## config.mk

```make
export PLATFORM = sky130hd
export DESIGN_NAME = cache_arbiter
export DESIGN_NICKNAME = d
export VERILOG_FILES = /design/src/rtl/cache_arbiter_pkg.sv /design/src/rtl/cache_arbiter_control.sv /design/src/rtl/cache_arbiter.sv
export SDC_FILE = /design/constraint.sdc
export NUM_CORES = 1
export LEC_CHECK = 0
export ABC_AREA = 1
export CAP_MARGIN = 20
export CELL_PAD_IN_SITES_DETAIL_PLACEMENT = 1
export CELL_PAD_IN_SITES_GLOBAL_PLACEMENT = 1
export CORE_AREA = 2 2 273 275
export CTS_BUF_LIST = sky130_fd_sc_hd__clkbuf_2
export DETAILED_ROUTE_END_ITERATION = 6
export DIE_AREA = 0 0 275 277
export PLACE_DENSITY_LB_ADDON = 0.08
export REMOVE_ABC_BUFFERS = 1
export SLEW_MARGIN = 20
export SYNTH_ARGS = -nofsm -noshare
export SYNTH_HDL_FRONTEND = slang
export SYNTH_HIERARCHICAL = 1
export SYNTH_SLANG_ARGS = --single-unit
```

## constraint.sdc

```tcl
create_clock -name clk -period 1.5 [get_ports clk]
set_clock_uncertainty 0.15 [all_clocks]
set_input_delay 0.375 -clock clk [delete_from_list [all_inputs] [get_ports clk]]
set_output_delay 0.375 -clock clk [all_outputs]
set_load 0.05 [all_outputs]
```

## src/rtl/cache_arbiter_pkg.sv

```systemverilog
// Shared types for the cache-to-pmem arbiter: line type and arbiter FSM states.
package cache_arbiter_pkg;

  localparam int unsigned LINE_BITS = 128;
  localparam int unsigned ADDR_BITS = 16;

  typedef logic [LINE_BITS-1:0] lc3b_line;
  typedef logic [ADDR_BITS-1:0] lc3b_word;

  typedef enum logic [1:0] {
    S_IDLE   = 2'd0,
    S_ICACHE = 2'd1,
    S_DCACHE = 2'd2
  } lc3b_arb_state;

endpackage

```

## src/rtl/cache_arbiter_control.sv

```systemverilog
// Grant FSM for the cache arbiter; fixed D-cache priority unless
// ARB_ROUND_ROBIN_EN is defined, which adds a last_grant register.
module cache_arbiter_control
  import cache_arbiter_pkg::*;
(
  input  logic clk_i,
  input  logic reset_i,
  input  logic i_req_i,
  input  logic d_req_i,
  input  logic pmem_resp_i,
  output logic sel_i_o,
  output logic sel_d_o
);

  lc3b_arb_state state_q;
  logic          sel_i_q;
  logic          sel_d_q;
  logic          grant_d;

`ifdef ARB_ROUND_ROBIN_EN
  // Set after an I grant; the reset value lets the I-cache win the first tie.
  logic last_grant_q;
  always_comb grant_d = d_req_i & (~i_req_i | last_grant_q);
`else
  always_comb grant_d = d_req_i;
`endif

  always_ff @(posedge clk_i) begin
    if (reset_i) begin
      state_q <= S_IDLE;
      sel_i_q <= 1'b0;
      sel_d_q <= 1'b0;
`ifdef ARB_ROUND_ROBIN_EN
      last_grant_q <= 1'b0;
`endif
    end else begin
      case (state_q)
        S_IDLE: begin
          if (grant_d) begin
            state_q <= S_DCACHE;
            sel_d_q <= 1'b1;
`ifdef ARB_ROUND_ROBIN_EN
            last_grant_q <= 1'b0;
`endif
          end else if (i_req_i) begin
            state_q <= S_ICACHE;
            sel_i_q <= 1'b1;
`ifdef ARB_ROUND_ROBIN_EN
            last_grant_q <= 1'b1;
`endif
          end
        end
        S_ICACHE, S_DCACHE: begin
          if (pmem_resp_i) begin
            state_q <= S_IDLE;
            sel_i_q <= 1'b0;
            sel_d_q <= 1'b0;
          end
        end
        default: begin
          state_q <= S_IDLE;
          sel_i_q <= 1'b0;
          sel_d_q <= 1'b0;
        end
      endcase
    end
  end

  assign sel_i_o = sel_i_q;
  assign sel_d_o = sel_d_q;

endmodule

```

## src/rtl/cache_arbiter.sv

```systemverilog
// Serialises I-cache reads and D-cache reads/writes onto one pmem port.
// Optional ARB_ROUND_ROBIN_EN macro switches tie-breaking to round robin.
module cache_arbiter
  import cache_arbiter_pkg::*;
#(
  parameter int unsigned LINE_W = 128,
  parameter int unsigned ADDR_W = 16
) (
  input  logic              clk,
  input  logic              reset,
  input  logic              I_pmem_read,
  input  logic [ADDR_W-1:0] I_pmem_address,
  output logic              I_pmem_resp,
  output logic [LINE_W-1:0] I_pmem_rdata,
  input  logic              D_pmem_read,
  input  logic              D_pmem_write,
  input  logic [ADDR_W-1:0] D_pmem_address,
  input  logic [LINE_W-1:0] D_pmem_wdata,
  output logic              D_pmem_resp,
  output logic [LINE_W-1:0] D_pmem_rdata,
  output logic              pmem_read,
  output logic              pmem_write,
  output logic [ADDR_W-1:0] pmem_address,
  output logic [LINE_W-1:0] pmem_wdata,
  input  logic              pmem_resp,
  input  logic [LINE_W-1:0] pmem_rdata
);

  logic sel_i;
  logic sel_d;

  cache_arbiter_control u_control (
    .clk_i       (clk),
    .reset_i     (reset),
    .i_req_i     (I_pmem_read),
    .d_req_i     (D_pmem_read | D_pmem_write),
    .pmem_resp_i (pmem_resp),
    .sel_i_o     (sel_i),
    .sel_d_o     (sel_d)
  );

  always_comb begin
    pmem_read    = 1'b0;
    pmem_write   = 1'b0;
    pmem_address = '0;
    pmem_wdata   = '0;
    I_pmem_resp  = 1'b0;
    D_pmem_resp  = 1'b0;
    if (sel_i) begin
      pmem_read    = I_pmem_read;
      pmem_address = I_pmem_address;
      I_pmem_resp  = pmem_resp;
    end else if (sel_d) begin
      // Simultaneous read and write is a write-back.
      pmem_read    = D_pmem_read & ~D_pmem_write;
      pmem_write   = D_pmem_write;
      pmem_address = D_pmem_address;
      pmem_wdata   = D_pmem_wdata;
      D_pmem_resp  = pmem_resp;
    end
  end

  assign I_pmem_rdata = pmem_rdata;
  assign D_pmem_rdata = pmem_rdata;

endmodule

```

# ---- After elaboration in Yosys (flattened, before gate mapping)
# Index checks and enable logic that the tools add are counted.
dict set report classes {
  n_eq_ne 7
  muxes 21
  n_bitwise 3
  reduce_logical 5
}
# operator n
set ops {}
lappend ops {{128-bit 2-to-1 mux} 2}
lappend ops {{16-bit 2-to-1 mux} 2}
lappend ops {{1-bit 2-to-1 mux} 11}
lappend ops {{2-bit 2-to-1 mux} 3}
lappend ops {{2-bit != test (second input constant)} 3}
lappend ops {{1-bit one-hot mux with 2 select lines} 2}
lappend ops {{2-bit one-hot mux with 2 select lines} 1}
lappend ops {{2-bit AND reduction} 2}
lappend ops {{3-bit by 2-bit != test with 1-bit output (second input constant)} 1}
lappend ops {{3-bit AND reduction} 1}
lappend ops {{2-bit by 1-bit equality test with 1-bit output (second input constant)} 1}
lappend ops {{2-bit equality test (second input constant)} 1}
lappend ops {{2-bit logical NOT} 1}
lappend ops {{2-bit by 1-bit != test with 1-bit output (second input constant)} 1}
lappend ops {{2-bit OR reduction} 1}
lappend ops {{1-bit AND} 1}
lappend ops {{1-bit inverter} 1}
lappend ops {{1-bit bitwise OR} 1}
dict set report totals {
  ff_bits 4
  input_bits 294
  out_inout_bits 404
  word_cells 39
}

# ---- Depth between registers and ports, before layout
dict set report depth {
  ltp_word 4
  depth_mapped 6
  ltp_nobuf 6
}

# ---- Cells and area by module
# Netlist, hierarchy kept.
# module instances cells_per_inst area_each_um2 seq_area_each_um2
set modules_own_cells {}
lappend modules_own_cells {cache_arbiter 1 606 3379.5 0.0}
lappend modules_own_cells {cache_arbiter_control 1 26 198.9 80.1}

# ---- Worst setup path after synthesis
# OpenSTA, ideal clock, no wires.
dict set report synth_timing {
  path_type {register -> output}
  start {register u_control.sel_i_q, in the netlist u_control/sel_i_o}
  end {output port pmem_write}
  arrival_time_ns 1.686
  t_required_ns 0.975
  path_slack_ns -0.711
  stages_incl_launch_ff 4
  path_buffers 2
  path_cell_list {dfxtp_1 -> buf_2 -> buf_4 -> nor3_1}
}
dict set report synth_via {
  elab_chain_len 1
}
# item line_no
set synth_lines {}
lappend synth_lines {{start: declaration} cache_arbiter_control.sv:16} ;# logic sel_i_q;
lappend synth_lines {{start signal: assignment} cache_arbiter_control.sv:31} ;# sel_i_q <= 1'b0;
lappend synth_lines {{start signal: assignment} cache_arbiter_control.sv:47} ;# sel_i_q <= 1'b1;
lappend synth_lines {{start signal: assignment} cache_arbiter_control.sv:56} ;# sel_i_q <= 1'b0;
lappend synth_lines {{1-bit 2-to-1 mux} cache_arbiter.sv:49} ;# if (sel_i) begin
lappend synth_lines {{end: declaration} cache_arbiter.sv:22} ;# output logic pmem_write,
# Every way passes these cells.

# ---- Worst setup path in the final report
dict set report layout_timing {
  start {register u_control.sel_d_q, in the netlist u_control/sel_d_o}
  end {output port pmem_wdata[53]}
}
dict set report layout_via {
  elab_chain_len 2
}
# item line_no
set layout_lines {}
lappend layout_lines {{start: declaration} cache_arbiter_control.sv:17} ;# logic sel_d_q;
lappend layout_lines {{start signal: assignment} cache_arbiter_control.sv:32} ;# sel_d_q <= 1'b0;
lappend layout_lines {{start signal: assignment} cache_arbiter_control.sv:41} ;# sel_d_q <= 1'b1;
lappend layout_lines {{start signal: assignment} cache_arbiter_control.sv:57} ;# sel_d_q <= 1'b0;
lappend layout_lines {{128-bit 2-to-1 mux} cache_arbiter.sv:53} ;# end else if (sel_d) begin
lappend layout_lines {{128-bit 2-to-1 mux} cache_arbiter.sv:49}
lappend layout_lines {{end: declaration} cache_arbiter.sv:24} ;# output logic [LINE_W-1:0] pmem_wdata,
# Every way passes these cells.

==> flow_summary.toml <==
[sta]
timing.final.crit_share_pct = 131
fmax_mhz = 508
worst_slew_pin_slew_ns = 0.322
grt_setup_unrepaired = "true"
slew_viol_final = 0
setup_viol = 148
fin_ws_ns = -0.467
slew_headroom_pct = 78.5
tns_ns = -58.50
period_minus_slack_ns = 1.97
hold_viol = 0

[floorplanning]
dieArea_um2 = 76200
core-area_um2 = 73600
start_util_pct = 4.86
die_h_um = 277
die_w_um = 275
io_pins = 698
num_rows = 100

[route]
first_pass_iters = 4
drt_iter0_markers = 375
via_count = 5102
viasPerCell = 2.93
drc_errors = 0
routed_wl_um = 78000
ant_nets = 0
avgRoutedWirePerCell_um = 44.8

[logic_synthesis]
netlist.area_leader.share_pct = 57.1
seq_area_frac_synth_pct = 2.24
asyncSetResetFlopFracSynth_pct = 0
synthTopCellsByCount = "buf_4, nand2_1, nor2_1"
postSynthCellCount = 632
synth_edf_count = 0
synth_top_cell_by_area = "buf_4"
synthTopCellsByArea = "buf_4, nand2_1, nor2_1, buf_6, dfxtp_1"
synth_cell_types = 17
yosysWarnings = 6
syn-cell-area_um2 = 3580
synth_ff_type = "dfxtp_1"
synth_seq_cells = 4
syn_avg_cell_area_um2 = 5.66
yosysMostFrequentCell = "buf_4"

[grt]
grt_max_degree = 24
antenna_found_initial = 12
grt.overflow.total = 0
grt_pass1_wl_um = 89900
grt_usage_pct = 19.4
grt_pass1_vias = 5169

[worst_setup_path]
crit_type = "register to primary output"
ff2ff_path_depth = 6
r2r_slack_ns = 0.19
crit_slowest_cell = "dfxtp_4"
path_cells = "buf_12 -> buf_12 -> buf_12 -> buf_12 -> nand2_2 -> nor2_4 -> buf_12"
cp-end-kind = "primary output"
slowest_delay_ns = 0.35
startpoint = "u_control/sel_d_o$_SDFFE_PP0P_"
cp_max_fo = 8
crit_arrival_ns = 1.44
r2r-end = "u_control/sel_d_o$_SDFFE_PP0P_"
cp_common_cell = "buf_12"
r2r_start = "u_control/state_q[0]$_SDFFE_PP0P_"
cp.required_ns = 0.97
startpoint_type = "register"

[hold_path]
worst_hold_path_type = "register to register"
min_from = "u_control/state_q[1]$_SDFFE_PP0P_"
hold_depth = 2
min_to = "u_control/state_q[1]$_SDFFE_PP0P_"

[clock_tree]
path_clk_slew_ns = 0.05
cts_buffers = 3
clk_latency_ns = 0.21
cts_tree = "yes"
cts_buffer_depth = 2
htree_num_levels = 1
clock-sinks = 4
root_buffer = "clkbuf_2"

[placement]
placed_area_um2 = 7960
portBuffers = 313
place_inst = 1697
place.gp.congestion = 0.918
dp_slack_ns = -0.487
dp_hpwl_um = 68700

[pwr]
power_density_nw_per_um2 = 725
peakVddDrop_uv = 213
clockPowerShare_pct = 1.6
p_int_mw = 3.60
switching_share_pct = 51.9
switchingPower_mw = 3.88
leakagePower_nw = 4.04
p_comb_share_pct = 96.4
seq_power_share_pct = 2.0

[job]
maxCapViolations = 0

[run_status]
status = "finished, violations left"
failed_checks = "setup timing"

[finish]
final_cells = 1740
layout-drive-gt1-share_pct = 65.4
fin_nets = 1064
areaGrowthSynthToFinish_pct = 188
finalInstanceArea_um2 = 10300
[stage by stage]
step | utilization, % | power (mW) | hold slack (ns)
after floorplan | - | 2.32 | 0.297
after global placement | 10.8 | 5.82 | 0.315
after detailed placement | 10.8 | 5.78 | 0.321
after CTS | 12.6 | 6.94 | 0.333
after global routing | 14.0 | 7.85 | 0.352
final | 14.0 | 7.48 | 0.333
[worst max-delay path: cells and delay by family, from the launching register on]
kind | cells | cell delay, ns
DFF | 1 | 0.35
buffers and inverters | 5 | 0.67
and+or+nand+nor | 2 | 0.19
[what timing repair did]
action | 4_1_cts | 5_1_grt
pin swaps | 29 | 72
endpoints found under the hold margin | 0 | 0
gates resized for setup | 292 | 192
buffers inserted | 20 | 27
endpoints found under the setup margin | 148 | 152
hold buffers | 0 | 0
cloned | 8 | 10
[per-layer routing]
| layer | global-route usage (%) | part of all wire (%) | vias to the layer above |
|---|---|---|---|
| li1 | - | - | 1903 |
| met1 | 13.7 | 25 | 2261 |
| met2 | 30.7 | 44 | 842 |
| met3 | 25.0 | 27 | 65 |
| met4 | 2.29 | 1.4 | 31 |
| met5 | 13.8 | 1.7 | - |
[cell type report]
| type | count | area (um2) |
|---|---|---|
| Antenna cell | 3 | 7.51 |
| Fill cell | 8483 | 63300 |
| Inverter | 10 | 40.0 |
| Timing Repair Buffer | 420 | 6220 |
| Multi-Input combinational cell | 330 | 2720 |
| Clock buffer | 4 | 20.0 |
| Tap cell | 969 | 1210 |
| Sequential cell | 4 | 87.6 |
[registers in the layout, summed over array words and instances, names as in the netlist]
signal             count
u_control/sel_i_o      1
u_control/sel_d_o      1
u_control/state_q      2
[cells by family (layout without fill, tap and decap cells)]
group                    after synthesis  after routing  synth area share (%)
AO/OA/AOI/OAI                          4              4                 0.769
AND/OR/NAND/NOR                      325            325                  34.8
other                                  0              3                     0
buffers and inverters                298            434                  61.9
flip-flops                             4              4                  2.24
adder cells (fa/ha/maj)                1              1                 0.350
[how the worst max path moves through the flow]
| stage | endpoint | slack (ns) | cells after the start |
|---|---|---|---|
| after floorplan | pmem_write | -2.74 | 1 |
| after global placement | pmem_wdata[34] | -0.50 | 5 |
| after detailed placement | pmem_wdata[2] | -0.49 | 5 |
| after CTS | pmem_wdata[117] | -0.52 | 4 |
| after global routing | pmem_wdata[118] | -0.55 | 7 |
| final | pmem_wdata[53] | -0.47 | 7 |
[power groups by stage]
| stage | clock (mW) | combinational (mW) | sequential, mW |
|---|---|---|---|
| 4_1_cts | 0.126 | 6.66 | 0.150 |
| 5_1_grt | 0.130 | 7.57 | 0.150 |
| 3_3_place_gp | 0 | 5.65 | 0.162 |
| 3_5_place_dp | 0 | 5.62 | 0.161 |
| 2_1_floorplan | 0 | 2.00 | 0.320 |
| 6_report | 0.119 | 7.21 | 0.148 |
[placed cells by master, fill, tap and decap left out, drive strengths merged]
master         netlist  routed
diode                0       3
nor3                 1       1
bufbuf               0       1
nand2              189     189
clkbuf               1      13
a21oi                4       4
dlygate4sd2          0       6
inv                 10      10
buf                287     245
nor2               133     133
clkdlybuf4s50        0     152
dlymetal6s2s         0       7
nand3                2       2
ha                   1       1
dfxtp                4       4
Power figures use the tool's default switching activity.
